## src/rtl/mem_arb_pkg.sv

```systemverilog
// Shared types and default widths for the data_mem arbiter.
package mem_arb_pkg;

  localparam int unsigned DefAddrW = 11;
  localparam int unsigned DefDataW = 32;

  typedef enum logic [1:0] {
    IDLE,
    ISSUE,
    RDATA
  } arb_state_t;

  // Sized to the default widths; the top narrows fields back to its own parameters.
  typedef struct packed {
    logic                we;
    logic [DefAddrW-1:0] addr;
    logic [DefDataW-1:0] wdata;
  } mem_cmd_t;

endpackage

```

## src/rtl/rr_arbiter2.sv

```systemverilog
// Two-way arbiter with a round-robin pointer and an optional fixed-priority override.
module rr_arbiter2 (
  input  logic       clk_i,
  input  logic       rst_ni,
  input  logic [1:0] req_i,
  input  logic       advance_i,
  input  logic       fixed_pri_i,
  output logic [1:0] gnt_o
);

  logic ptr_q, ptr_d;  // 0: m0 favoured on a tie, 1: m1 favoured

  // Grant: a lone requester always wins; ties go to the pointer (or m0 when fixed).
  always_comb begin
    gnt_o = 2'b00;
    case (req_i)
      2'b01:   gnt_o = 2'b01;
      2'b10:   gnt_o = 2'b10;
      2'b11:   gnt_o = (fixed_pri_i || !ptr_q) ? 2'b01 : 2'b10;
      default: gnt_o = 2'b00;
    endcase
  end

  // After any grant, favour the side that did not win.
  always_comb begin
    ptr_d = ptr_q;
    if (advance_i && (gnt_o != 2'b00)) ptr_d = gnt_o[0];
  end

  // Pointer register, synchronous reset.
  always_ff @(posedge clk_i) begin
    if (!rst_ni) ptr_q <= 1'b0;
    else         ptr_q <= ptr_d;
  end

endmodule

```

## src/rtl/data_mem_arbiter.sv

```systemverilog
// Serialises cpu (m0) and debug/loader (m1) accesses onto the single-port data_mem.
module data_mem_arbiter
  import mem_arb_pkg::*;
#(
  parameter int unsigned ADDR_W    = DefAddrW,
  parameter int unsigned DATA_W    = DefDataW,
  parameter int unsigned FIXED_PRI = 0
) (
  input  logic              clk,
  input  logic              rst_n,
  input  logic              m0_req,
  input  logic              m0_we,
  input  logic [ADDR_W-1:0] m0_addr,
  input  logic [DATA_W-1:0] m0_wdata,
  output logic              m0_gnt,
  output logic              m0_rvalid,
  output logic [DATA_W-1:0] m0_rdata,
  input  logic              m1_req,
  input  logic              m1_we,
  input  logic [ADDR_W-1:0] m1_addr,
  input  logic [DATA_W-1:0] m1_wdata,
  output logic              m1_gnt,
  output logic              m1_rvalid,
  output logic [DATA_W-1:0] m1_rdata,
  output logic              mem_wren,
  output logic [ADDR_W-1:0] mem_addr,
  output logic [DATA_W-1:0] mem_data,
  input  logic [DATA_W-1:0] mem_q
);

  arb_state_t        state_q, state_d;
  logic              owner_q, owner_d;  // 0: m0 owns the access in flight
  logic              is_wr_q, is_wr_d;
  logic              mem_wren_q, mem_wren_d;
  logic [ADDR_W-1:0] mem_addr_q, mem_addr_d;
  logic [DATA_W-1:0] mem_data_q, mem_data_d;
  logic [DATA_W-1:0] rdata0_q, rdata0_d;
  logic [DATA_W-1:0] rdata1_q, rdata1_d;

  logic       win;
  logic [1:0] req_win;
  logic [1:0] gnt;
  logic       gnt_any;
  mem_cmd_t   cmd_sel;

  // A new command may be accepted whenever the memory port is free next cycle.
  always_comb begin
    win     = (state_q == IDLE) || (state_q == RDATA) || ((state_q == ISSUE) && is_wr_q);
    req_win = (win && rst_n) ? {m1_req, m0_req} : 2'b00;
  end

  rr_arbiter2 u_rr (
    .clk_i       (clk),
    .rst_ni      (rst_n),
    .req_i       (req_win),
    .advance_i   (win && rst_n),
    .fixed_pri_i (FIXED_PRI != 0),
    .gnt_o       (gnt)
  );

  // Select the winning requester's command as sampled in the grant cycle.
  always_comb begin
    gnt_any = gnt[0] | gnt[1];
    if (gnt[1]) begin
      cmd_sel.we    = m1_we;
      cmd_sel.addr  = DefAddrW'(m1_addr);
      cmd_sel.wdata = DefDataW'(m1_wdata);
    end else begin
      cmd_sel.we    = m0_we;
      cmd_sel.addr  = DefAddrW'(m0_addr);
      cmd_sel.wdata = DefDataW'(m0_wdata);
    end
  end

  // Next-state, command latching and read-return steering.
  always_comb begin
    state_d    = state_q;
    owner_d    = owner_q;
    is_wr_d    = is_wr_q;
    mem_wren_d = 1'b0;
    mem_addr_d = mem_addr_q;
    mem_data_d = mem_data_q;
    unique case (state_q)
      IDLE, RDATA: state_d = gnt_any ? ISSUE : IDLE;
      ISSUE:       state_d = is_wr_q ? (gnt_any ? ISSUE : IDLE) : RDATA;
      default:     state_d = IDLE;
    endcase
    if (gnt_any) begin
      owner_d    = gnt[1];
      is_wr_d    = cmd_sel.we;
      mem_wren_d = cmd_sel.we;
      mem_addr_d = ADDR_W'(cmd_sel.addr);
      mem_data_d = DATA_W'(cmd_sel.wdata);
    end
    m0_rvalid = (state_q == RDATA) && !owner_q;
    m1_rvalid = (state_q == RDATA) && owner_q;
    rdata0_d  = m0_rvalid ? mem_q : rdata0_q;
    rdata1_d  = m1_rvalid ? mem_q : rdata1_q;
  end

  // State and command registers, synchronous active-low reset.
  always_ff @(posedge clk) begin
    if (!rst_n) begin
      state_q    <= IDLE;
      owner_q    <= 1'b0;
      is_wr_q    <= 1'b0;
      mem_wren_q <= 1'b0;
      mem_addr_q <= '0;
      mem_data_q <= '0;
      rdata0_q   <= '0;
      rdata1_q   <= '0;
    end else begin
      state_q    <= state_d;
      owner_q    <= owner_d;
      is_wr_q    <= is_wr_d;
      mem_wren_q <= mem_wren_d;
      mem_addr_q <= mem_addr_d;
      mem_data_q <= mem_data_d;
      rdata0_q   <= rdata0_d;
      rdata1_q   <= rdata1_d;
    end
  end

  // Read data is forwarded from mem_q in the rvalid cycle and held afterwards.
  always_comb begin
    m0_gnt   = gnt[0];
    m1_gnt   = gnt[1];
    m0_rdata = rdata0_d;
    m1_rdata = rdata1_d;
    mem_wren = mem_wren_q;
    mem_addr = mem_addr_q;
    mem_data = mem_data_q;
  end

endmodule

```

## config.mk

```make
export PLATFORM = sky130hd
export DESIGN_NAME = data_mem_arbiter
export DESIGN_NICKNAME = d
export VERILOG_FILES = /design/src/rtl/mem_arb_pkg.sv /design/src/rtl/rr_arbiter2.sv /design/src/rtl/data_mem_arbiter.sv
export SDC_FILE = /design/constraint.sdc
export NUM_CORES = 1
export LEC_CHECK = 0
export CAP_MARGIN = 30
export CORE_ASPECT_RATIO = 0.5
export CORE_MARGIN = 2
export CORE_UTILIZATION = 44
export DETAILED_ROUTE_END_ITERATION = 12
export HOLD_SLACK_MARGIN = 0.15
export MAX_ROUTING_LAYER = met4
export PLACE_DENSITY = 0.86
export SYNTH_ARGS = -nofsm -noshare
export SYNTH_HDL_FRONTEND = slang
export SYNTH_SLANG_ARGS = --single-unit
export TNS_END_PERCENT = 20
```

## constraint.sdc

```tcl
create_clock -name clk -period 3.81 [get_ports clk]
set_input_delay 1.143 -clock clk [delete_from_list [all_inputs] [get_ports clk]]
set_output_delay 1.143 -clock clk [all_outputs]
set_load 0.005 [all_outputs]
```

==> impl_metrics.csv, run 1 <==
group,metric,value,unit
critical_path,crit_chain,"clkdlybuf4s50_1 -> a21boi_4 -> o211a_1 -> clkdlybuf4s50_1",
critical_path,cpPeakStageDelay,0.53,ns
sta,report.final.slew_viol_count,0,
job,cap_violations,0,
clock_tree,htreeDepth,4,
routing,vias_per_cell,5.245,
critical_path,crit_required,2.67,ns
cells_and_area,finalNonFillerCells,853,
logic_synthesis,synthArstFlopShare,0,%
logic_synthesis,syn_nets,601,
sta,fin_crit,3.739,ns
clock_tree,postCtsHoldBufs,0,
critical_path,cp_num_buf_inv,2,
clock_tree,clk_pin_slew,0.05,ns
global_route,antenna_found_initial,0,
clock_tree,cts_resized,0,
sta,setup_viol,0,
logic_synthesis,ys_ff_latch,113,
sta,setup_tns,0,ns
sta,hold_viol,0,
clock_tree,clockBufferDepth,2,
clock_tree,cts_tree,"built",
global_route,grt_overflow,0,
critical_path,cp-start-kind,"input pin",
placement,place_ws,0.1143,ns
routing,drtAntennaViolNets,0,
logic_synthesis,ys.flop_type,"dfxtp_1",
floorplanning,ioPinCount,236,
routing,vias,4474,
critical_path,critPathMaxFanout,3,
global_route,grt_max_degree,89,
sta,skew,0.007857,ns
power_and_ir_drop,power,3.584,mW
cells_and_area,syn_to_final_growth,64.75,%
placement,dp_hpwl,9585,um
sta,worst_pin_slew,0.7342,ns
clock_tree,insertion_delay,0.41,ns
floorplanning,dieWidth,151.9,um
floorplanning,rows,26,
routing,drc,0,
power_and_ir_drop,irDropWorstVdd,0.3233,mV
critical_path,cp_slowest_cell,"clkdlybuf4s50_1",
floorplanning,die-area,0.01183,mm^2
routing,drt-pass1-iter-count,5,
sta,slew_headroom,51.06,%
logic_synthesis,synthCells,477,
floorplanning,core,0.01041,mm^2
logic_synthesis,synth_warnings,0,
routing,drt_iter0_drc,259,
cells_and_area,drive_gt1_share,15.01,%
clock_tree,numClockSinks,113,
cells_and_area,final_util,76.12,%
critical_path,critPathTopFamily,"buffers and inverters",
routing,wl_per_cell,17.41,um
cells_and_area,fillers,696,
power_and_ir_drop,leakage,3.252,nW
floorplanning,initial_core_util,46.20,%
sta,finalCritPeriodShare,98.13,%
placement,gp_congestion,0.8599,
logic_synthesis,syn_area_per_cell,10.08,um^2
cells_and_area,antenna_cells,0,
critical_path,crit_arrival,2.60,ns
floorplanning,die_h,77.93,um
global_route,grt_pass1_vias,4685,
worst_hold_path,hp-class,"flop to flop",
sta,max_freq,0.2675,GHz
critical_path,path_common_cell,"clkdlybuf4s50_1",
critical_path,path_class,"input pin to output port",
logic_synthesis,synth_edf_count,0,
power_and_ir_drop,power_density,452.3,mW/mm^2
sta,rsz0062_at_grt,"false",
sta,setup_slack,0.07129,ns
clock_tree,cts-root-buf,"clkbuf_16",
logic_synthesis,synth_area,0.004810,mm^2
cells_and_area,nNetsFinal,825,
logic_synthesis,yosysSeqAreaShare,47.03,%
critical_path,critPathCaptureType,"output port",
global_route,grt_pass1_wl,23900,um
status,status,"complete, no violations",
clock_tree,cts_buffers,17,
logic_synthesis,ys_types,27,
global_route,grt_use_total,26.04,%
routing,wirelength,14850,um
clock_tree,post_cts_buffers,0,
placement,dp.cells,822,
placement,port_buffers,235,
## sequential cells by signal (all words and copies together), names as in the netlist
signal / flops
rdata1_q: 32
mem_data: 32
is_wr_q: 1
state_q: 2
mem_addr: 11
owner_q: 1
mem_wren: 1
u_rr.ptr_q: 1
rdata0_q: 32
## path summary, 6_finish.rpt
path | from | end | slack, ns | cells after the start
worst max-delay path | m0_req | m0_gnt | 0.07 | 4
worst min-delay path | mem_data[0]$_SDFFE_PN0P_ | mem_data[0]$_SDFFE_PN0P_ | 0.49 | 2
worst max register to register | is_wr_q$_SDFFE_PN0P_ | mem_addr[9]$_SDFFE_PN0P_ | 1.58 | 5
worst min register to register | mem_data[0]$_SDFFE_PN0P_ | mem_data[0]$_SDFFE_PN0P_ | 0.49 | 2
## layer usage
metal	part of all wire, %	GRT usage, %	vias to the layer above
met1	39	27.73	2113
met3	4.6	4.972	56
met2	52	46.04	182
met5	0	-	-
met4	4.2	15.23	0
li1	-	-	2123
## Yosys cell counts (2+ instances only)
| cell type | n | share of area (%) |
|---|---|---|
| mux2_2 | 60 | 14 |
| nand2_1 | 2 | 0.16 |
| o21ai_0 | 2 | 0.21 |
| o221ai_1 | 43 | 7.8 |
| inv_1 | 90 | 7.0 |
| buf_1 | 2 | 0.16 |
| clkbuf_1 | 22 | 1.7 |
| buf_4 | 3 | 0.47 |
| buf_2 | 13 | 1.4 |
| and2_1 | 64 | 8.3 |
| dfxtp_1 | 113 | 47 |
| nor2_1 | 3 | 0.23 |
| mux2_1 | 4 | 0.94 |
| o2111ai_1 | 43 | 7.8 |
## kinds of logic (layout without fill, tap and decap cells)
family | count (synthesis) | in the layout | synth area share (%)
buf+inv | 131 | 367 | 10.80
flops | 113 | 113 | 47.03
compound gates | 95 | 95 | 17.56
mux | 64 | 64 | 14.98
simple gates | 74 | 74 | 9.626
## cells in the final DEF (no fill, tap or decap), types with 2 or more instances in the layout
cell type / instances
clkdlybuf4s50_1: 234
dfxtp_1: 113
inv_1: 90
and2_1: 64
mux2_2: 60
o2111ai_1: 43
o221ai_1: 43
clkbuf_16: 17
buf_4: 9
bufinv_16: 5
mux2_1: 4
nor2_1: 3
clkinv_2: 3
clkbuf_8: 3
nand2_1: 2
o21ai_0: 2
## cell type report
type	instances	area [um^2]	share of cell area [%]
Clock inverter	10	181.4	2.290
Inverter	91	341.6	4.311
Clock buffer	21	470.5	5.937
Sequential cell	113	2262	28.55
Timing Repair Buffer	245	2435	30.73
Tap cell	140	175.2	2.211
Multi-Input combinational cell	233	2058	25.97
## tightest hold or removal path, stage by stage (launching register included)
cell and delay (ns):
dfxtp_1 0.30, inv_1 0.05, o221ai_1 0.08
## report_power, final
| part | leakage, nW | internal, mW | switching (mW) | total [mW] |
|---|---|---|---|---|
| combinational | 2.01 | 0.329 | 0.219 | 0.547 |
| sequential | 0.922 | 1.25 | 0.0338 | 1.29 |
| clock | 0.319 | 1.21 | 0.545 | 1.75 |
| total | 3.25 | 2.79 | 0.797 | 3.58 |
## metrics by stage
stage	hold slack, ns	instance area [um^2]
2_1_floorplan	0.4167	4810
3_3_place_gp	0.4391	7272
3_5_place_dp	0.4477	7272
4_1_cts	0.4944	7924
5_1_grt	0.5095	7924
6_report	0.4898	7924
No activity file was read; power rests on OpenSTA's default activity.
==> inputs of run 2 (changes only) <==
Settings changed: HOLD_SLACK_MARGIN 0.15 to unset.
==> results of run 2 <==
The final DEF is identical to that of run 1; final timing and power are the same.
==> inputs of run 3 (changes only) <==
Settings changed: MAX_ROUTING_LAYER met4 to unset.
==> run 3 against run 2 <==
  * Clock-buffer cell count stayed put
  * Utilization stayed put
  * Maximum frequency barely moved
  * Register-to-register slack barely moved
  * Combinational power hardly changed
  * Critical path depth did not move
  * Clock skew is 0.0035 ns lower
  * Flip-flop and latch count unchanged
  * First-iteration DRC count shrank 19%
  * Sequential power hardly changed
  * Critical path type unchanged
  * Highest routed layer unchanged
==> impl_metrics.csv, run 3 (synthesized netlist as in run 1, its figures left out) <==
group,metric,value,unit
global_route,grt_pass1_vias,4692,
critical_path,critPathCaptureType,"output port",
global_route,grt_max_degree,89,
sta,setup_tns,0,ns
critical_path,reg2reg_slack,1.58,ns
cells_and_area,syn_to_final_growth,64.75,%
power_and_ir_drop,p_clk_share,48.9,%
sta,worst_pin_slew,0.7426,ns
clock_tree,postCtsHoldBufs,0,
power_and_ir_drop,leakage,3.252,nW
sta,max_freq,0.2676,GHz
global_route,grt_use_total,25.25,%
clock_tree,post_cts_buffers,0,
clock_tree,cts_tree,"built",
placement,port_buffers,235,
routing,drc,0,
clock_tree,clockBufferDepth,2,
worst_hold_path,hp-class,"flop to flop",
cells_and_area,nNetsFinal,825,
floorplanning,die_h,77.93,um
power_and_ir_drop,power_density,452.2,mW/mm^2
power_and_ir_drop,p_switching,0.7965,mW
placement,place_ws,0.1143,ns
critical_path,cp-start-kind,"input pin",
clock_tree,cts_resized,0,
global_route,antenna_found_initial,0,
cells_and_area,antenna_cells,0,
placement,gp_congestion,0.8467,
routing,drtAntennaViolNets,0,
floorplanning,die-area,0.01183,mm^2
routing,drt_iter0_drc,211,
clock_tree,htreeDepth,4,
placement,dp_hpwl,9585,um
clock_tree,clk_pin_slew,0.05,ns
sta,setup_viol,0,
critical_path,crit_required,2.67,ns
floorplanning,dieWidth,151.9,um
clock_tree,numClockSinks,113,
power_and_ir_drop,power,3.583,mW
sta,rsz0062_at_grt,"false",
clock_tree,insertion_delay,0.40,ns
global_route,grt_overflow,0,
routing,wirelength,14840,um
power_and_ir_drop,power_frac_seq,35.9,%
power_and_ir_drop,internal_power,2.787,mW
sta,fin_crit,3.737,ns
routing,vias_per_cell,5.237,
sta,report.final.slew_viol_count,0,
floorplanning,initial_core_util,46.20,%
critical_path,path_class,"input pin to output port",
routing,wl_per_cell,17.40,um
status,status,"complete, no violations",
sta,skew,0.004317,ns
clock_tree,cts-root-buf,"clkbuf_16",
sta,hold_viol,0,
cells_and_area,final_common_cell,"clkdlybuf4s50_1",
routing,vias,4467,
power_and_ir_drop,comb_power_share,15.3,%
cells_and_area,drive_gt1_share,15.01,%
critical_path,critPathMaxFanout,3,
floorplanning,core,0.01041,mm^2
sta,finalCritPeriodShare,98.08,%
sta,setup_slack,0.07331,ns
power_and_ir_drop,irDropWorstVdd,0.3218,mV
critical_path,crit_arrival,2.59,ns
sta,slew_headroom,50.49,%
floorplanning,ioPinCount,236,
floorplanning,rows,26,
clock_tree,cts_buffers,17,
routing,drt-pass1-iter-count,4,
job,cap_violations,0,
cells_and_area,final_cell_mix,"234 x clkdlybuf4s50_1, 113 x dfxtp_1, 90 x inv_1, 64 x and2_1, 60 x mux2_2",
power_and_ir_drop,power.share.switching,22.23,%
global_route,grt_pass1_wl,23870,um
## run 3: cell type report
cell class	count	area [um^2]
fill	696	2486
multi-input combinational	233	2058
clock buffer	21	470.5
timing repair buffer	245	2435
inverter	91	341.6
tap	140	175.2
clock inverter	10	181.4
sequential	113	2262
## run 3: routing by layer
metal | wire [um] | up-vias | share of wire, % | global-route usage (%)
li1 | - | 2127 | - | -
met1 | 5953 | 2133 | 40 | 27.24
met2 | 7592 | 155 | 51 | 45.72
met3 | 660 | 52 | 4.4 | 5.698
met4 | 637 | 0 | 4.3 | 15.51
met5 | 0 | - | 0 | 0
## run 3: through the flow
stage	util [%]	hold slack (ns)	area, um^2	cells
final	76.12	0.4900	7924	853
after global routing	76.12	0.5095	7924	853
after CTS	76.12	0.4944	7924	853
after global placement	69.86	0.4391	7272	822
after detailed placement	69.86	0.4477	7272	822
after floorplan	-	0.4167	4810	477
## run 3: worst paths after layout
path                                  from                  endpoint  cells after the start
setup / recovery                    m0_req                    m0_gnt                      4
hold / removal    mem_data[0]$_SDFFE_PN0P_  mem_data[0]$_SDFFE_PN0P_                      2
setup reg to reg      is_wr_q$_SDFFE_PN0P_  mem_addr[9]$_SDFFE_PN0P_                      5
hold reg to reg   mem_data[0]$_SDFFE_PN0P_  mem_data[0]$_SDFFE_PN0P_                      2
## run 3: power by group through the flow
stage | Combinational [mW] | Sequential [mW] | Clock [mW]
finish | 0.547 | 1.29 | 1.75
CTS | 0.549 | 1.29 | 1.78
detailed placement | 0.542 | 1.31 | 0
floorplan | 0.199 | 1.31 | 0
global route | 0.588 | 1.29 | 1.83
global placement | 0.533 | 1.31 | 0
## run 3: worst max-delay path, cell delays in order
cell	delay, ns
clkdlybuf4s50_1	0.50
a21boi_4	0.20
o211a_1	0.22
clkdlybuf4s50_1	0.53
